--- config.mk ---
export PLATFORM = sky130hd
export DESIGN_NAME = level_tile_rom_flat
export DESIGN_NICKNAME = d
export VERILOG_FILES = /design/src/rtl/level_tile_rom_pkg.sv /design/src/rtl/level_tile_rom_if.sv /design/src/rtl/level_tile_rom_tile_index.sv /design/src/rtl/level_tile_rom.sv /design/src/flat_wrapper.sv
export SDC_FILE = /design/constraint.sdc
export NUM_CORES = 1
export LEC_CHECK = 0
export CORE_ASPECT_RATIO = 1.5
export CORE_MARGIN = 2
export CORE_UTILIZATION = 54
export CTS_CLUSTER_SIZE = 12
export DETAILED_ROUTE_END_ITERATION = 8
export GPL_TIMING_DRIVEN = 0
export PLACE_DENSITY = 0.89
export RECOVER_POWER = 25
export SLEW_MARGIN = 15
export SYNTH_ARGS = -nofsm -noshare
export SYNTH_HDL_FRONTEND = slang
export SYNTH_HIERARCHICAL = 1
export SYNTH_SLANG_ARGS = --single-unit
--- constraint.sdc ---
create_clock -name Clk -period 3.1 [get_ports Clk]
set_clock_uncertainty 0.15 [all_clocks]
set_input_delay 0.31 -clock Clk [delete_from_list [all_inputs] [get_ports Clk]]
set_output_delay 0.31 -clock Clk [all_outputs]
set_load 0.02 [all_outputs]
--- src/rtl/level_tile_rom_pkg.sv ---
// Level data for the room-based world: tile geometry, per-room wall maps and door masks.
// Door carving is applied by level_tile_rom when LEVEL_ROM_DOORS_EN is defined.
package level_pkg;

    localparam int TILE_SHIFT = 5;
    localparam int MAP_W      = 20;
    localparam int MAP_H      = 15;
    localparam int NUM_ROOMS  = 8;
    localparam int COORD_W    = 10;
    localparam int ROOM_W     = 3;
    localparam int TX_W       = 5;
    localparam int TY_W       = 4;

    localparam logic [TY_W-1:0] DOOR_N_ROW  = 4'd0;
    localparam logic [TY_W-1:0] DOOR_S_ROW  = 4'd14;
    localparam logic [TY_W-1:0] DOOR_ROW_LO = 4'd7;
    localparam logic [TY_W-1:0] DOOR_ROW_HI = 4'd8;
    localparam logic [TX_W-1:0] DOOR_W_COL  = 5'd0;
    localparam logic [TX_W-1:0] DOOR_E_COL  = 5'd19;
    localparam logic [TX_W-1:0] DOOR_COL_LO = 5'd9;
    localparam logic [TX_W-1:0] DOOR_COL_HI = 5'd10;

    // Bit positions inside a door mask, ordered {N,S,W,E}.
    typedef enum logic [1:0] {
        DOOR_E = 2'd0,
        DOOR_W = 2'd1,
        DOOR_S = 2'd2,
        DOOR_N = 2'd3
    } door_e;

    typedef logic [MAP_W-1:0]          row_t;
    typedef row_t [MAP_H-1:0]          room_map_t;
    typedef room_map_t [NUM_ROOMS-1:0] level_map_t;
    typedef logic [3:0]                door_mask_t;

    // Solid border everywhere; rooms 1-7 get a scattered pillar pattern that
    // keeps a one-tile walkway just inside the border.
    function automatic level_map_t build_room_map();
        level_map_t m;
        for (int r = 0; r < NUM_ROOMS; r++) begin
            for (int ty = 0; ty < MAP_H; ty++) begin
                for (int tx = 0; tx < MAP_W; tx++) begin
                    if (ty == 0 || ty == MAP_H - 1 || tx == 0 || tx == MAP_W - 1)
                        m[r][ty][tx] = 1'b1;
                    else if (r != 0 && ty >= 2 && ty <= MAP_H - 3 && tx >= 2 && tx <= MAP_W - 3)
                        m[r][ty][tx] = (((tx * 3 + ty * r) % (r + 5)) == 0);
                    else
                        m[r][ty][tx] = 1'b0;
                end
            end
        end
        return m;
    endfunction

    localparam level_map_t ROOM_MAP = build_room_map();

    localparam door_mask_t [NUM_ROOMS-1:0] DOOR_MASK = {
        4'b0010,  // room 7
        4'b0101,  // room 6
        4'b1000,  // room 5
        4'b0110,  // room 4
        4'b1001,  // room 3
        4'b0011,  // room 2
        4'b1100,  // room 1
        4'b1111   // room 0
    };

endpackage

--- src/rtl/level_tile_rom_if.sv ---
// Lookup bus between a tile-map client (master) and level_tile_rom (slave).
interface level_tile_rom_if;
    import level_pkg::*;

    logic [COORD_W-1:0] DrawX;
    logic [COORD_W-1:0] DrawY;
    logic [ROOM_W-1:0]  room;
    logic               bg_type;
    logic               bg_type_q;

    modport master (output DrawX, output DrawY, output room, input bg_type, input bg_type_q);
    modport slave  (input DrawX, input DrawY, input room, output bg_type, output bg_type_q);
endinterface

--- src/rtl/level_tile_rom_tile_index.sv ---
// Pixel coordinate to tile index conversion plus on-screen range check.
module tile_index
    import level_pkg::*;
#(
    parameter int TILE_SHIFT = level_pkg::TILE_SHIFT,
    parameter int MAP_W      = level_pkg::MAP_W,
    parameter int MAP_H      = level_pkg::MAP_H
) (
    input  logic [COORD_W-1:0] DrawX,
    input  logic [COORD_W-1:0] DrawY,
    output logic [TX_W-1:0]    tx,
    output logic [TY_W-1:0]    ty,
    output logic               in_range
);
    localparam logic [COORD_W-1:0] X_LIMIT = COORD_W'(MAP_W << TILE_SHIFT);
    localparam logic [COORD_W-1:0] Y_LIMIT = COORD_W'(MAP_H << TILE_SHIFT);

    assign tx       = DrawX[TILE_SHIFT +: TX_W];
    assign ty       = DrawY[TILE_SHIFT +: TY_W];
    // Wrapped negative coordinates land far above the limits and read as off-screen.
    assign in_range = (DrawX < X_LIMIT) && (DrawY < Y_LIMIT);
endmodule

--- src/rtl/level_tile_rom.sv ---
// Room tile map lookup: combinational wall/floor answer plus one registered copy.
// Define LEVEL_ROM_DOORS_EN to carve door openings from DOOR_MASK; otherwise rooms are closed.
module level_tile_rom #(
    parameter int TILE_SHIFT = level_pkg::TILE_SHIFT,
    parameter int MAP_W      = level_pkg::MAP_W,
    parameter int MAP_H      = level_pkg::MAP_H,
    parameter int NUM_ROOMS  = level_pkg::NUM_ROOMS
) (
    input  logic              Clk,
    input  logic              Reset,
    level_tile_rom_if.slave   bus
);
    import level_pkg::*;

    localparam int RIDX_W = $clog2(NUM_ROOMS);

    logic [TX_W-1:0]   tx;
    logic [TY_W-1:0]   ty;
    logic              in_range;
    logic [RIDX_W-1:0] room_idx;
    room_map_t         room_map;
    row_t              row_bits;
    logic              map_bit;
    logic [3:0]        door_hit;
    logic              bg_type_next;
    logic              bg_type_q_reg;

    tile_index #(
        .TILE_SHIFT (TILE_SHIFT),
        .MAP_W      (MAP_W),
        .MAP_H      (MAP_H)
    ) u_tile_index (
        .DrawX    (bus.DrawX),
        .DrawY    (bus.DrawY),
        .tx       (tx),
        .ty       (ty),
        .in_range (in_range)
    );

    assign room_idx = bus.room[RIDX_W-1:0];
    assign room_map = ROOM_MAP[room_idx];
    assign row_bits = room_map[ty];
    assign map_bit  = row_bits[tx];

`ifdef LEVEL_ROM_DOORS_EN
    logic [3:0] door_cell;
    door_mask_t door_mask;

    assign door_mask         = DOOR_MASK[room_idx];
    assign door_cell[DOOR_N] = (ty == DOOR_N_ROW) && (tx == DOOR_COL_LO || tx == DOOR_COL_HI);
    assign door_cell[DOOR_S] = (ty == DOOR_S_ROW) && (tx == DOOR_COL_LO || tx == DOOR_COL_HI);
    assign door_cell[DOOR_W] = (tx == DOOR_W_COL) && (ty == DOOR_ROW_LO || ty == DOOR_ROW_HI);
    assign door_cell[DOOR_E] = (tx == DOOR_E_COL) && (ty == DOOR_ROW_LO || ty == DOOR_ROW_HI);

    for (genvar gi = 0; gi < 4; gi++) begin : g_door
        assign door_hit[gi] = door_cell[gi] & door_mask[gi];
    end
`else
    assign door_hit = '0;
`endif

    // Off-screen must be floor so the player can walk out and trigger a room change.
    assign bg_type_next = in_range & map_bit & ~(|door_hit);
    assign bus.bg_type  = bg_type_next;

    always_ff @(posedge Clk or posedge Reset) begin
        if (Reset)
            bg_type_q_reg <= 1'b0;
        else
            bg_type_q_reg <= bg_type_next;
    end

    assign bus.bg_type_q = bg_type_q_reg;
endmodule

--- src/flat_wrapper.sv ---
// flat-port wrapper written by rule: the top's interface ports become plain ports
module level_tile_rom_flat import level_pkg::*;
#(
    parameter int TILE_SHIFT = level_pkg::TILE_SHIFT,
    parameter int MAP_W      = level_pkg::MAP_W,
    parameter int MAP_H      = level_pkg::MAP_H,
    parameter int NUM_ROOMS  = level_pkg::NUM_ROOMS
)
  (Clk, Reset, bus_DrawX, bus_DrawY, bus_room, bus_bg_type, bus_bg_type_q);
  level_tile_rom_if bus_i ();
  input  logic Clk;
  input  logic Reset;
  input wire logic [$bits(bus_i.DrawX)-1:0] bus_DrawX;
  input wire logic [$bits(bus_i.DrawY)-1:0] bus_DrawY;
  input wire logic [$bits(bus_i.room)-1:0] bus_room;
  output wire logic [$bits(bus_i.bg_type)-1:0] bus_bg_type;
  output wire logic [$bits(bus_i.bg_type_q)-1:0] bus_bg_type_q;
  assign bus_i.DrawX = bus_DrawX;
  assign bus_i.DrawY = bus_DrawY;
  assign bus_i.room = bus_room;
  assign bus_bg_type = bus_i.bg_type;
  assign bus_bg_type_q = bus_i.bg_type_q;
  level_tile_rom #(.TILE_SHIFT(TILE_SHIFT), .MAP_W(MAP_W), .MAP_H(MAP_H), .NUM_ROOMS(NUM_ROOMS)) u_core (.Clk(Clk), .Reset(Reset), .bus(bus_i));
endmodule
==> results.sh <==
export IMPL_hold_path_class="primary input to asynchronous set/reset pin"
export IMPL_maxCapViolCount=0
export IMPL_syn_area_per_cell_sq_um=6.45
export IMPL_final_hold_viol_count=0
export IMPL_ys_seq_area_frac=0.0165
export IMPL_postSynth_asyncResetShare=1.00
export IMPL_maxSlewHeadroom=0.672
export IMPL_yosysUniqueCellTypes=59
export IMPL_cp_endpoint="bus_bg_type"
export IMPL_slew_violations=0
export IMPL_fillers=195
export IMPL_port_buffers=13
export IMPL_setup_viol=0
export IMPL_stdcell_count=297
export IMPL_dr_pass1_iters=7
export IMPL_core_sq_um=2680
export IMPL_grt_remaining_overflow=0
export IMPL_dp_hpwl_microns=4520
export IMPL_final_setup_tns_ns=0
export IMPL_routedWlPerCell_microns=24.4
export IMPL_power_density_nw_per_um2=156
export IMPL_fmax_ghz=0.326
export IMPL_synth_compound_area_frac=0.443
export IMPL_clkPwrFrac=0
export IMPL_drive_gt1_frac=0.342
export IMPL_num_vias=2223
export IMPL_outcome="finished clean"
export IMPL_critPathLaunchType="primary input"
export IMPL_p_total_w=0.000326
export IMPL_yosys_top_cells_area="a21oi_1, o21ai_0, buf_4"
export IMPL_placed_cell_area_sq_um=1690
export IMPL_p_sw_frac=0.547
export IMPL_tightest_slew_ns=0.492
export IMPL_intPower_w=0.000148
export IMPL_final_common_cell="buf_4"
export IMPL_drc=0
export IMPL_largest_reg_flops=1
export IMPL_synthSimpleGateAreaFrac=0.283
export IMPL_die_area_sq_um=3250
export IMPL_synthCells=235
export IMPL_synth_xor_area_share=0.00578
export IMPL_synth_top_area_cell="a21oi_1"
export IMPL_syn_nets=264
export IMPL_max_stage_delay_ns=0.39
export IMPL_p_seq_frac=0.044
export IMPL_synth_edf_count=0
export IMPL_crit_chain="dlygate4sd2_1 -> buf_6 -> buf_6 -> nor2b_1 -> nand3_1 -> a31oi_1 -> a2bb2oi_1 -> a31oi_1 -> a211oi_2 -> or4_4 -> buf_6"
export IMPL_ys_ff_latch=1
export IMPL_cts_hold_buffers_added=0
export IMPL_die_h_microns=68.9
export IMPL_irDropWorstVdd_mv=0.110
export IMPL_crit_fanout=10
export IMPL_clkTransAtPathRegs_ns=0
export IMPL_yosys_mux_area_fraction=0.0636
export IMPL_synth_top_area_frac=0.0727
export IMPL_met1_usage=0.496
export IMPL_period_share=0.989
export IMPL_met2_usage=0.679
export IMPL_grt_antenna_before_repair=0
export IMPL_synthAdderAreaFrac=0.0330
export IMPL_final_area_sq_um=2090
export IMPL_crit_path_end_kind="output pin"
export IMPL_cp_slowest_cell="nor2b_1"
export IMPL_crit_type="primary input to output pin"
export IMPL_grt_busiest_layer="met2"
export IMPL_drt_initial_drc_count=326
export IMPL_drt_antenna_violating_nets=0
export IMPL_leakage_nw=0.800
export IMPL_area_growth_pct=38.0
export IMPL_routed_wl_microns=7260
export IMPL_crit_top_cell="buf_6"
export IMPL_grt_max_degree=12
export IMPL_n_antenna_cell=0
export IMPL_final_cell_mix="buf_4, a21oi_1, nand2_1"
export IMPL_nets=291
export IMPL_worstPathArrival_ns=2.61
export IMPL_place_inst=285
export IMPL_io_pins=27
export IMPL_synth_flop_cell="dfrtp_1"
export IMPL_p_switching_w=0.000178
export IMPL_yosysWarnings=6
export IMPL_synth_top_family_by_area="compound AO/OA/AOI/OAI gates"
export IMPL_track_usage=0.432
export IMPL_grt_pass1_vias=2006
export IMPL_dieWidth_microns=47.3
export IMPL_grt_pass1_wl_microns=10100
export IMPL_start_util=0.566
export IMPL_fin_hold_ws_ns=0.444
export IMPL_pwr_share_comb=0.956
export IMPL_crit_start="bus_DrawY[5]"
export IMPL_vias_per_cell=7.48
export IMPL_grt_use_met3=0.117
export IMPL_synth_area_sq_um=1520
export IMPL_worstPathRequired_ns=2.64
export IMPL_gp_congestion=1.08
export IMPL_timing_final_crit_period_ns=3.07
export IMPL_rows=23
-- metal layers --
metal  part of all wire  vias up
li1                   -      951
met1               0.32      942
met2               0.44      233
met3               0.14       97
met4               0.10        0
met5                  0        -
-- synth_stat cells (5+ instances only) --
cell and n:
mux2i_1 6, nand2_1 14, clkbuf_1 9, nor2b_1 8, a211oi_1 5, a221oi_1 6
nor2_1 12, o211ai_1 5, nand2b_1 9, o21ai_0 18, o2111ai_1 5, a21oi_1 22
a31oi_1 6, buf_4 12, nand3_1 11, buf_2 13, nor3_1 5, inv_1 8
-- power groups by stage --
| stage | Sequential, W | Clock [W] | Combinational (W) |
|---|---|---|---|
| final | 0.0000143 | 0 | 0.000312 |
| after global placement | 0.0000143 | 0 | 0.000231 |
| after CTS | 0.0000143 | 0 | 0.000267 |
| after detailed placement | 0.0000143 | 0 | 0.000226 |
| after floorplan | 0.0000154 | 0 | 0.000158 |
| after global routing | 0.0000144 | 0 | 0.000324 |
-- cells by family after synthesis --
family,count (synthesis)
AND/OR/NAND/NOR,78
AO/OA/AOI/OAI,98
buffers and inverters,44
adder cells (fa/ha/maj),4
flip-flops,1
multiplexers,9
XOR/XNOR,1
-- final cells by class --
type | count | area [sq um] | area share
Buffer | 31 | 275 | 0.132
Inverter | 8 | 30.0 | 0.0144
Multi-Input combinational cell | 190 | 1440 | 0.686
Sequential cell | 1 | 25.0 | 0.0120
Tap cell | 37 | 46.3 | 0.0221
Timing Repair Buffer | 30 | 279 | 0.133
-- timing repair --
action | 4_1_cts | 5_1_grt
gates resized for setup | 73 | 38
buffers inserted | 5 | 10
pin swaps | 9 | 10
gates cloned | 1 | 1
setup endpoints to repair | 2 | 2
-- stage by stage --
| step | setup slack [ns] | utilization |
|---|---|---|
| after floorplan | 0.303 | - |
| after global placement | -1.01 | 0.632 |
| after detailed placement | -0.982 | 0.632 |
| after CTS | 0.00178 | 0.728 |
| after global routing | -0.116 | 0.781 |
| final | 0.0347 | 0.781 |
-- critical path: cells and delay by family --
kind | cells | cell delay (ns)
compound gates | 4 | 0.90
simple gates | 3 | 0.76
buf+inv | 4 | 0.63
-- worst min path at each step --
stage | start | to | slack [ns] | cells after the start
5_1_grt | Reset | u_core/bus.bg_type_q$_DFF_PP0_ | 0.48 | 2
6_report | Reset | u_core/bus.bg_type_q$_DFF_PP0_ | 0.44 | 2
2_1_floorplan | Reset | u_core/bus.bg_type_q$_DFF_PP0_ | -0.11 | 1
3_5_place_dp | Reset | u_core/bus.bg_type_q$_DFF_PP0_ | 0.30 | 2
4_1_cts | Reset | u_core/bus.bg_type_q$_DFF_PP0_ | 0.31 | 2
3_3_place_gp | Reset | u_core/bus.bg_type_q$_DFF_PP0_ | 0.30 | 2
Power figures use the tool's default switching activity.
